`src/rtl/ttl74169_v.sv`:
```
// ttl74169_v -- synchronous presettable up/down binary counter, 74169 style.
//
// The down direction can optionally reload from D when it reaches zero
// instead of wrapping. This lets the block run as a programmable
// divide-by-(D+1) timer. Stages cascade by wiring TC_o of the lower stage
// into CET_i of the next stage. CEP_i is shared across all stages.
//
// Ports:
//   CP_i   clock, rising edge
//   MR_i   master reset, asynchronous, active-high; forces Q_o to 0
//   PEn_i  synchronous parallel load, active-low (highest sync priority)
//   D_i    load / reload data (MSB = QD side)
//   CEP_i  count enable parallel, active-high
//   CET_i  count enable trickle, active-high; also gates TC_o
//   U_D_i  direction: 1 = up, 0 = down
//   ARL_i  auto-reload from D_i on down count at zero, active-high
//   Q_o    counter state
//   TC_o   terminal count, combinational
module ttl74169_v #(
  parameter int WIDTH = 4
) (
  input  logic             CP_i,
  input  logic             MR_i,
  input  logic             PEn_i,
  input  logic [WIDTH-1:0] D_i,
  input  logic             CEP_i,
  input  logic             CET_i,
  input  logic             U_D_i,
  input  logic             ARL_i,
  output logic [WIDTH-1:0] Q_o,
  output logic             TC_o
);

  // Operation selected for the coming edge. Naming each case keeps the
  // priority order readable and confines D_i sampling to two cases.
  typedef enum logic [2:0] {
    OP_HOLD,
    OP_LOAD,
    OP_UP,
    OP_DOWN,
    OP_RELOAD,
    OP_WRAP
  } op_e;

  localparam logic [WIDTH-1:0] ALL_ONES = {WIDTH{1'b1}};
  localparam logic [WIDTH-1:0] ZERO     = '0;
  localparam logic [WIDTH-1:0] ONE      = {{(WIDTH-1){1'b0}}, 1'b1};

  logic [WIDTH-1:0] q_q, q_d;
  op_e              op;
  logic             q_zero, q_ones, cnt_en;

  assign q_zero = (q_q == ZERO);
  assign q_ones = (q_q == ALL_ONES);
  assign cnt_en = CEP_i & CET_i;

  // Decode priority: load, then count (if both enables), else hold.
  always_comb begin
    op = OP_HOLD;
    if (!PEn_i)             op = OP_LOAD;
    else if (cnt_en) begin
      if (U_D_i)            op = OP_UP;
      else if (!q_zero)     op = OP_DOWN;
      else if (ARL_i)       op = OP_RELOAD;
      else                  op = OP_WRAP;
    end
  end

  // D_i is only routed to q_d on load/reload. An X on D_i on any other
  // edge therefore never reaches the register.
  always_comb begin
    q_d = q_q;
    case (op)
      OP_LOAD,
      OP_RELOAD: q_d = D_i;
      OP_UP:     q_d = q_q + ONE;   // all-ones wraps to zero naturally
      OP_DOWN:   q_d = q_q - ONE;
      OP_WRAP:   q_d = ALL_ONES;
      default:   q_d = q_q;
    endcase
  end

  always_ff @(posedge CP_i or posedge MR_i) begin
    if (MR_i) q_q <= ZERO;
    else      q_q <= q_d;
  end

  assign Q_o = q_q;

  // Terminal count depends on direction and CET only. It ignores CEP and
  // PEn so that a cascade sees the lower stage's position even when that
  // stage is paused or being loaded.
  assign TC_o = CET_i & ((U_D_i & q_ones) | (~U_D_i & q_zero));

endmodule
```
`config.mk`:
```
export PLATFORM = sky130hd
export DESIGN_NAME = ttl74169_v
export DESIGN_NICKNAME = d
export VERILOG_FILES = /design/src/rtl/ttl74169_v.sv
export SDC_FILE = /design/constraint.sdc
export NUM_CORES = 1
export LEC_CHECK = 0
export ABC_CLOCK_PERIOD_IN_PS = 4000
export CORE_AREA = 10 10 47 49
export DETAILED_ROUTE_END_ITERATION = 12
export DIE_AREA = 0 0 57 59
export DONT_BUFFER_PORTS = 1
export MAX_ROUTING_LAYER = met4
export RECOVER_POWER = 25
export SYNTH_ARGS = -nofsm -noshare
export SYNTH_HDL_FRONTEND = slang
export SYNTH_SLANG_ARGS = --single-unit
```
`constraint.sdc`:
```
create_clock -name CP_i -period 4 [get_ports CP_i]
set_input_delay 0.4 -clock CP_i [delete_from_list [all_inputs] [get_ports CP_i]]
set_output_delay 0.4 -clock CP_i [all_outputs]
set_load 0.01 [all_outputs]
```
Word-level counts from Yosys, hierarchy flattened:

Cells that the tools add are included.
W data, S select, Z words.

* $add $sub $neg: 2
* equal/unequal tests: 6
* muxes and demuxes: 6
* bitwise gates (word level): 6
* reduce and logical (&&, ||, !) cells: 3

Operators with widths (number)
* $pmux W4 S4: 1
* $mux W3: 4
* $eq A3 B2 Y1 const B: 2
* $eq A3 B3 Y1 const B: 2
* $add A4 B1 Y4 const B: 1
* $and A1 B1 Y1: 4
* $eq A4 B4 Y1 const B: 1
* $logic_not A4 Y1: 1
* $reduce_bool A4 Y1: 1
* $sub A4 B1 Y4 const B: 1
* $eq A3 B1 Y1 const B: 1
* $reduce_or A2 Y1: 1
* $mux W1: 1
* $not A1 Y1: 1
* $or A1 B1 Y1: 1

* flip-flop bits (word level): 4
* bits of input ports: 11
* logic and storage cells: 24

Logic depth before layout (Yosys ltp):

Gate-level depths: netlist of the first run.

* depth in word-level cells: 8
* depth in mapped cells: 8
* gate-level depth less buffers: 8

Worst setup path before layout of the first run:

No wires, ideal clock.

* path type: register to register
* from: reg q_q[3] (netlist: Q_o[3])
* to: reg q_q[3] (netlist: Q_o[3])
* setup time: 0.121 ns
* arrival: 2.055 ns
* path slack: 1.824 ns
* cell stages (with the launch flop): 9
* clock period less this slack: 2.176 ns
* cell sequence: dfrtp_1 -> nor4_4 -> nor3_1 -> ha_1 -> a21o_2 -> a21oi_1 -> xnor2_1 -> a21o_1 -> a22o_1

* word-level cells in the longest chain between the ends: 8
* elaborated cells between the ends (all ways): 15
* those cells by class: add/sub (2); eq/ne (5); mux (5); reduce/logical (3)

Ends and longest elaborated chain
* from (decl): line 49 `logic [WIDTH-1:0] q_q, q_d;`
* from (signal assigned): line 85 `else q_q <= q_d;`
* $logic_not A4 Y1: line 53 `assign q_zero = (q_q == ZERO);`
* $mux W3: line 63 `else if (!q_zero) op = OP_DOWN;`
* $mux W3: line 62 `if (U_D_i) op = OP_UP;`
* $mux W3: line 61 `else if (cnt_en) begin`
* $mux W3: line 60 `if (!PEn_i) op = OP_LOAD;`
* $eq A3 B1 Y1 / $eq A3 B3 Y1 (equally long branches): line 73 `case (op)`
* $reduce_or A2 Y1: line 73
* $pmux W4 S4 / $reduce_bool A4 Y1 (equally long branches)

Parallel ways exist; a longest one is shown, timed or not.
A chain may end at the register's enable or synchronous reset.

Worst setup path in the final report of the first run:

* from: reg q_q[0] (netlist: Q_o[0])
* to: reg q_q[3] (netlist: Q_o[3])

Same word-level chain as after synthesis.

==> metrics.txt, run 1 <==
status=complete, no violations; flop2flop setup slack=1.61 ns; Routability Congestion=0.772; synth unique cells=27; post-detail-place hpwl=803 um; CP arrival=about 2.5 ns; # hold bufs at CTS=1; Layout Nets=about 60; final cell count without fillers=between 60 and 70; depth of the worst register-to-register path=8; multiplexer area fraction after synthesis=0%; register area share after synthesis=27.2%; Slew @ Worst Pin=0.436 ns; die height=59 um; Post-synth EDFFs=0; compound-cell area share of the yosys netlist=25.9%; Max-slew headroom=about 71%; post-CTS setup buffers=0; # clock sinks=4; Cell Area, Synth=368 sq um; share of layout cells above drive strength 1=15.6%; Slew Limit Fails=0; clk_skew=0.00225 ns; drt pass-1 iters=4; num rows=14; latest clock arrival within the worst-skew pair=0.23 ns; routed wire length=around 940 um; Setup crit end kind=register; largest family of logic cells by synthesized area=simple AND/OR/NAND/NOR gates; Inst Count DP=57; first-pass GRT wire length=1.59 mm; GR peak layer=met2; Max Root-Sink Buffers=2; Root Buffer=clkbuf_4; Final Cell Area=417 sq um; clock-pin transition on the worst setup and hold timing paths=0.04 ns; cells after synthesis=42; Routed wire per std cell=about 15 um; initial antenna violation count=0; Post-Synth Adder-Cell Area=12.2%; Syn Nets=56; area of the multi-input gates=approximately 260 sq um; Remaining Overflow, GRT=0; post-DR vias/cell=5.18; final core occ=approximately 30%; Synth Area in Simple Gates=26.9%; RSZ-0062 raised after global routing=false; Avg Inst Size Synth=~8.8 sq um; CP Max Fanout=7; P per Cell Area=336 mW/mm^2; hold crit path type=in2reg; buffers added on ports=0; I/O pins=16; Max Fclk=between 400 and 500 MHz; CTS Buf Count=3; number of synthesized register bits=4; critical path type=reg2reg; htree depth=1; DP Area=between 300 and 400 sq um; FILL cells=161; main flop type after synthesis=dfrtp_1; Horiz. Die Dim=57 um; Crit path required time=4.11 ns; Leak=0.000177 uW; Peak VDD IR=approximately 0.17 mV; Final period util=59.9%; minimum clock period=roughly 2.4 ns; GR Util met2=10.9%; GRT met1 Usage=5.23%; Worst Hold Depth=2; async set-reset flop share out of synthesis=100%; Die Footprint=0.00336 sq mm; vias after detailed routing=316; Starting Density=about a quarter; setup TNS=0 ns; final hold slack=between 0.3 and 0.4 ns; met3 Use GR=2.58%; XOR/XNOR Fraction of Synth Area=4.76%; largest net degree at the start of global routing=8; CORE AREA=0.00140 sq mm; DRT antenna net count=0; # DRC=0; Final Setup Violations=0; synth-to-layout area growth=13.3%; post-cts resize count=0; max FFs per register=4; Final Hold Fails=0; CTS tree=built; DRT iter0 DRCs=8; Yosys warnings=0; Worst setup SP type=register; ant diodes=0; max-cap violations=0; vias in the first global route=343; Reg area=100 sq um; GRT Util Overall=6.27%
[cell usage after synthesis (2+ instances only)]
cell type	count	area share (%)
a21oi_1	2	2.7
dfrtp_1	4	27
ha_1	2	6.8
inv_1	2	2.0
nand2_1	5	5.1
nand2b_1	2	3.4
nand3_1	2	2.7
o21ai_0	3	4.1
o22ai_1	2	3.4
[where the power goes]
part	internal [uW]	switching, uW	total [uW]
Combinational	16.1	15.1	31.1
Clock	33.4	14.4	47.8
Sequential	45.9	15.0	60.9
[stage by stage]
stage / worst slack, ns / total power [uW]
after floorplan: 1.82 / 84.6
after global placement: 1.63 / 92.0
after detailed placement: 1.62 / 92.3
after CTS: 1.61 / 144
after global routing: 1.44 / 152
final: 1.61 / 140
[placed cells by master (no fill, tap or decap)]
cell type,Yosys,layout
a22o_1,1,1
o21ai_1,1,1
and2_1,1,1
a21boi_0,1,1
a21o_1,1,1
nor2_1,1,1
xor2_1,1,1
inv_1,2,2
nor4_4,1,1
nand2b_1,2,2
dfrtp_1,4,4
and3_2,1,1
o21ai_0,3,3
fa_1,1,1
a21o_2,1,1
ha_1,2,2
dlygate4sd3_1,0,1
nor3_1,1,1
nor2b_1,1,1
o22ai_1,2,2
clkbuf_4,0,3
a211oi_2,1,1
xnor2_1,1,1
nand3b_1,1,1
nand2_1,5,5
a21oi_1,2,2
o21bai_1,1,1
nand3_1,2,2
[cells by family after synthesis]
logic type,Yosys count
flops,4
simple gates,16
fa+ha+maj,3
buf+inv,3
xor+xnor,2
compound gates,14
[routing by layer]
layer | wire [um] | vias up | part of all wire [%]
met5 | 0 | - | 0
met4 | 12 | 0 | 1.3
met3 | 80 | 2 | 8.5
met2 | 521 | 11 | 56
met1 | 324 | 144 | 35
li1 | - | 159 | -
[worst max-delay path: stages (launching register included)]
cell	delay (ns)
dfrtp_1	0.56
nor4_4	0.10
nor3_1	0.40
ha_1	0.32
a21o_2	0.21
a21oi_1	0.17
xnor2_1	0.11
a21o_1	0.18
a22o_1	0.22
[area by class of cell]
| type | instances | share of cell area, % |
|---|---|---|
| well taps | 16 | 4.80 |
| multi-input cells | 35 | 61.6 |
| clock buffers | 3 | 5.41 |
| inverters | 2 | 1.80 |
| repair buffers | 1 | 2.40 |
| flip-flops and latches | 4 | 24.0 |
[final timing paths]
path	endpoint	startpoint
worst max-delay path	Q_o[3]	Q_o[0]
worst min-delay path	Q_o[0]	D_i[0]
worst max register to register	Q_o[3]	Q_o[0]
worst min register to register	Q_o[2]	Q_o[2]
max in group asynchronous	Q_o[2]	MR_i
min in group asynchronous	Q_o[3]	MR_i
Note: power is estimated with default switching activity, not from simulation.
==> run 2: changes to the inputs <==
--- a/config.mk
+++ b/config.mk
@@ -5,7 +5,7 @@
 export SDC_FILE = /design/constraint.sdc
 export NUM_CORES = 1
 export LEC_CHECK = 0
-export ABC_CLOCK_PERIOD_IN_PS = 4000
+export ABC_CLOCK_PERIOD_IN_PS = 2360
 export CORE_AREA = 10 10 47 49
 export DETAILED_ROUTE_END_ITERATION = 12
 export DIE_AREA = 0 0 57 59
==> constraint.sdc (replaced) <==
create_clock -name CP_i -period 2.36 [get_ports CP_i]
set_input_delay 0.236 -clock CP_i [delete_from_list [all_inputs] [get_ports CP_i]]
set_output_delay 0.236 -clock CP_i [all_outputs]
set_load 0.01 [all_outputs]
==> run 2 against run 1 <==
Effect of this change:
- clock-buffer cell count stayed put
- sequential cell count did not move
- sequential share of layout area decreased by 2.3 points
- final area increased by 11%
- register-to-register slack worse by 1.4 ns
- worst setup slack worse by 1.4 ns
- critical path type unchanged
- wire length up 12%
- largest power group unchanged
- via count is 7.3% higher
- core utilization rose by 3.2 points
- die area stayed put
- clock skew about the same
- combinational power rose to 2.7 times the previous value
==> metrics.txt, run 2 (same netlist as run 1, synthesis figures left out) <==
status=complete, no violations; routed wire length=1.05 mm; Routability Congestion=approximately 0.75; Peak VDD IR=about 0.33 mV; Max Root-Sink Buffers=2; Routed wire per std cell=between 15 and 20 um; Die Footprint=around 0.0034 sq mm; Crit path required time=2.48 ns; HP Start=D_i[0]; minimum clock period=about 2.1 ns; hold crit path type=in2reg; Final Setup Violations=0; setup TNS=0 ns; Setup crit end kind=register; drt pass-1 iters=3; Max Fclk=472 MHz; post-detail-place hpwl=~920 um; P per Cell Area=560 mW/mm^2; slowest cell on the critical path=dfrtp_1; clock-pin transition on the worst setup and hold timing paths=0.04 ns; ant diodes=0; largest net degree at the start of global routing=8; Final Hold Fails=0; Remaining Overflow, GRT=0; htree depth=1; FILL cells=152; CORE AREA=0.00140 sq mm; CP peak stage delay=0.40 ns; Worst setup SP type=register; DRT iter0 DRCs=4; Reg-to-Reg Start=Q_o[3]; clk_skew=between 0.002 and 0.0025 ns; Starting Density=26.3%; Root Buffer=clkbuf_4; final cell count without fillers=67; post-cts resize count=0; # DRC=0; I/O pins=16; post-DR vias/cell=between 5 and 6; synth-to-layout area growth=25.5%; initial antenna violation count=0; CP Max Fanout=2; Horiz. Die Dim=~57 um; num rows=14; Overall Power=259 uW; Final period util=89.8%; vias in the first global route=385; latest clock arrival within the worst-skew pair=0.24 ns; buffers added on ports=0; DRT antenna net count=0; GRT Util Overall=under 10%; Final Cell Area=462 sq um; Slew Limit Fails=0; first-pass GRT wire length=1.73 mm; RSZ-0062 raised after global routing=false; Crit. Startpoint=Q_o[3]; Leak=0.000207 uW; vias after detailed routing=339; max FFs per register=4; CTS Buf Count=3; critical path type=reg2reg; Slew @ Worst Pin=approximately 0.45 ns; commonest cells after routing, fill and taps aside=buf_4 (6), nand2_1 (5), dfrtp_1 (4); CP cell instances=nor4_4 -> nor3_1 -> ha_1 -> a21o_2 -> a21oi_1 -> xnor2_1 -> a21o_1 -> a22o_1; commonest non-fill, non-tap cell in the layout=buf_4; # clock sinks=4; CP arrival=2.24 ns; max-cap violations=0; die height=59 um; Max-slew headroom=69.6%; CTS tree=built; Layout Nets=67; DP Area=around 430 sq um; share of layout cells above drive strength 1=25.5%; Inst Count DP=63
## run 2: path summary, 6_finish.rpt
| path | endpoint | slack [ns] | cells past startpoint |
|---|---|---|---|
| min in group asynchronous | Q_o[1] | 0.33 | 2 |
| max | Q_o[3] | 0.24 | 8 |
| max in group asynchronous | Q_o[0] | 1.87 | 2 |
| min | Q_o[0] | 0.16 | 2 |
| min reg2reg | Q_o[3] | 0.70 | 2 |
| max reg2reg | Q_o[3] | 0.24 | 8 |
## run 2: timing repair
item                      4_1_cts  5_1_grt
hold buffers                    1        0
hold endpoints to repair        4        0
setup buffers                   0        0
## run 2: per-stage QoR
stage	util [%]	worst slack [ns]	hold slack, ns
detailed placement	30.6	0.212	0.0241
finish	32.9	0.240	0.160
global route	32.9	0.100	0.186
CTS	32.9	0.212	0.155
global placement	30.6	0.263	0.0214
floorplan	-	0.184	0.00208
## run 2: area by class of cell
| type | count | area, sq um | share of cell area (%) |
|---|---|---|---|
| Multi-Input combinational cell | 35 | 256 | 55.6 |
| Sequential cell | 4 | 100 | 21.7 |
| Timing Repair Buffer | 7 | 55.1 | 11.9 |
| Clock buffer | 3 | 22.5 | 4.88 |
| Tap cell | 16 | 20.0 | 4.34 |
| Inverter | 2 | 7.51 | 1.63 |
## run 2: power breakdown
group / total [uW] / switching [uW] / internal, uW
Clock: 85.7 / 28.8 / 56.9
Combinational: 84.7 / 44.7 / 40.0
Sequential: 88.2 / 10.1 / 78.0
Total: 259 / 83.6 / 175
## run 2: worst max-delay path, delay by kind of cell (launching register included)
| family | cells | cell delay, ns |
|---|---|---|
| AND/OR/NAND/NOR | 2 | 0.40 |
| XOR/XNOR | 1 | 0.13 |
| adder cells (fa/ha/maj) | 1 | 0.28 |
| AO/OA/AOI/OAI | 4 | 0.80 |
| flip-flops | 1 | 0.40 |
## run 2: layer usage
metal | GRT usage, % | share of wire [%] | vias to the layer above
met3 | 1.72 | 4.6 | 4
li1 | - | - | 174
met2 | 11.3 | 54 | 8
met1 | 6.77 | 39 | 153
met4 | 4.03 | 2.0 | 0
met5 | - | 0 | -
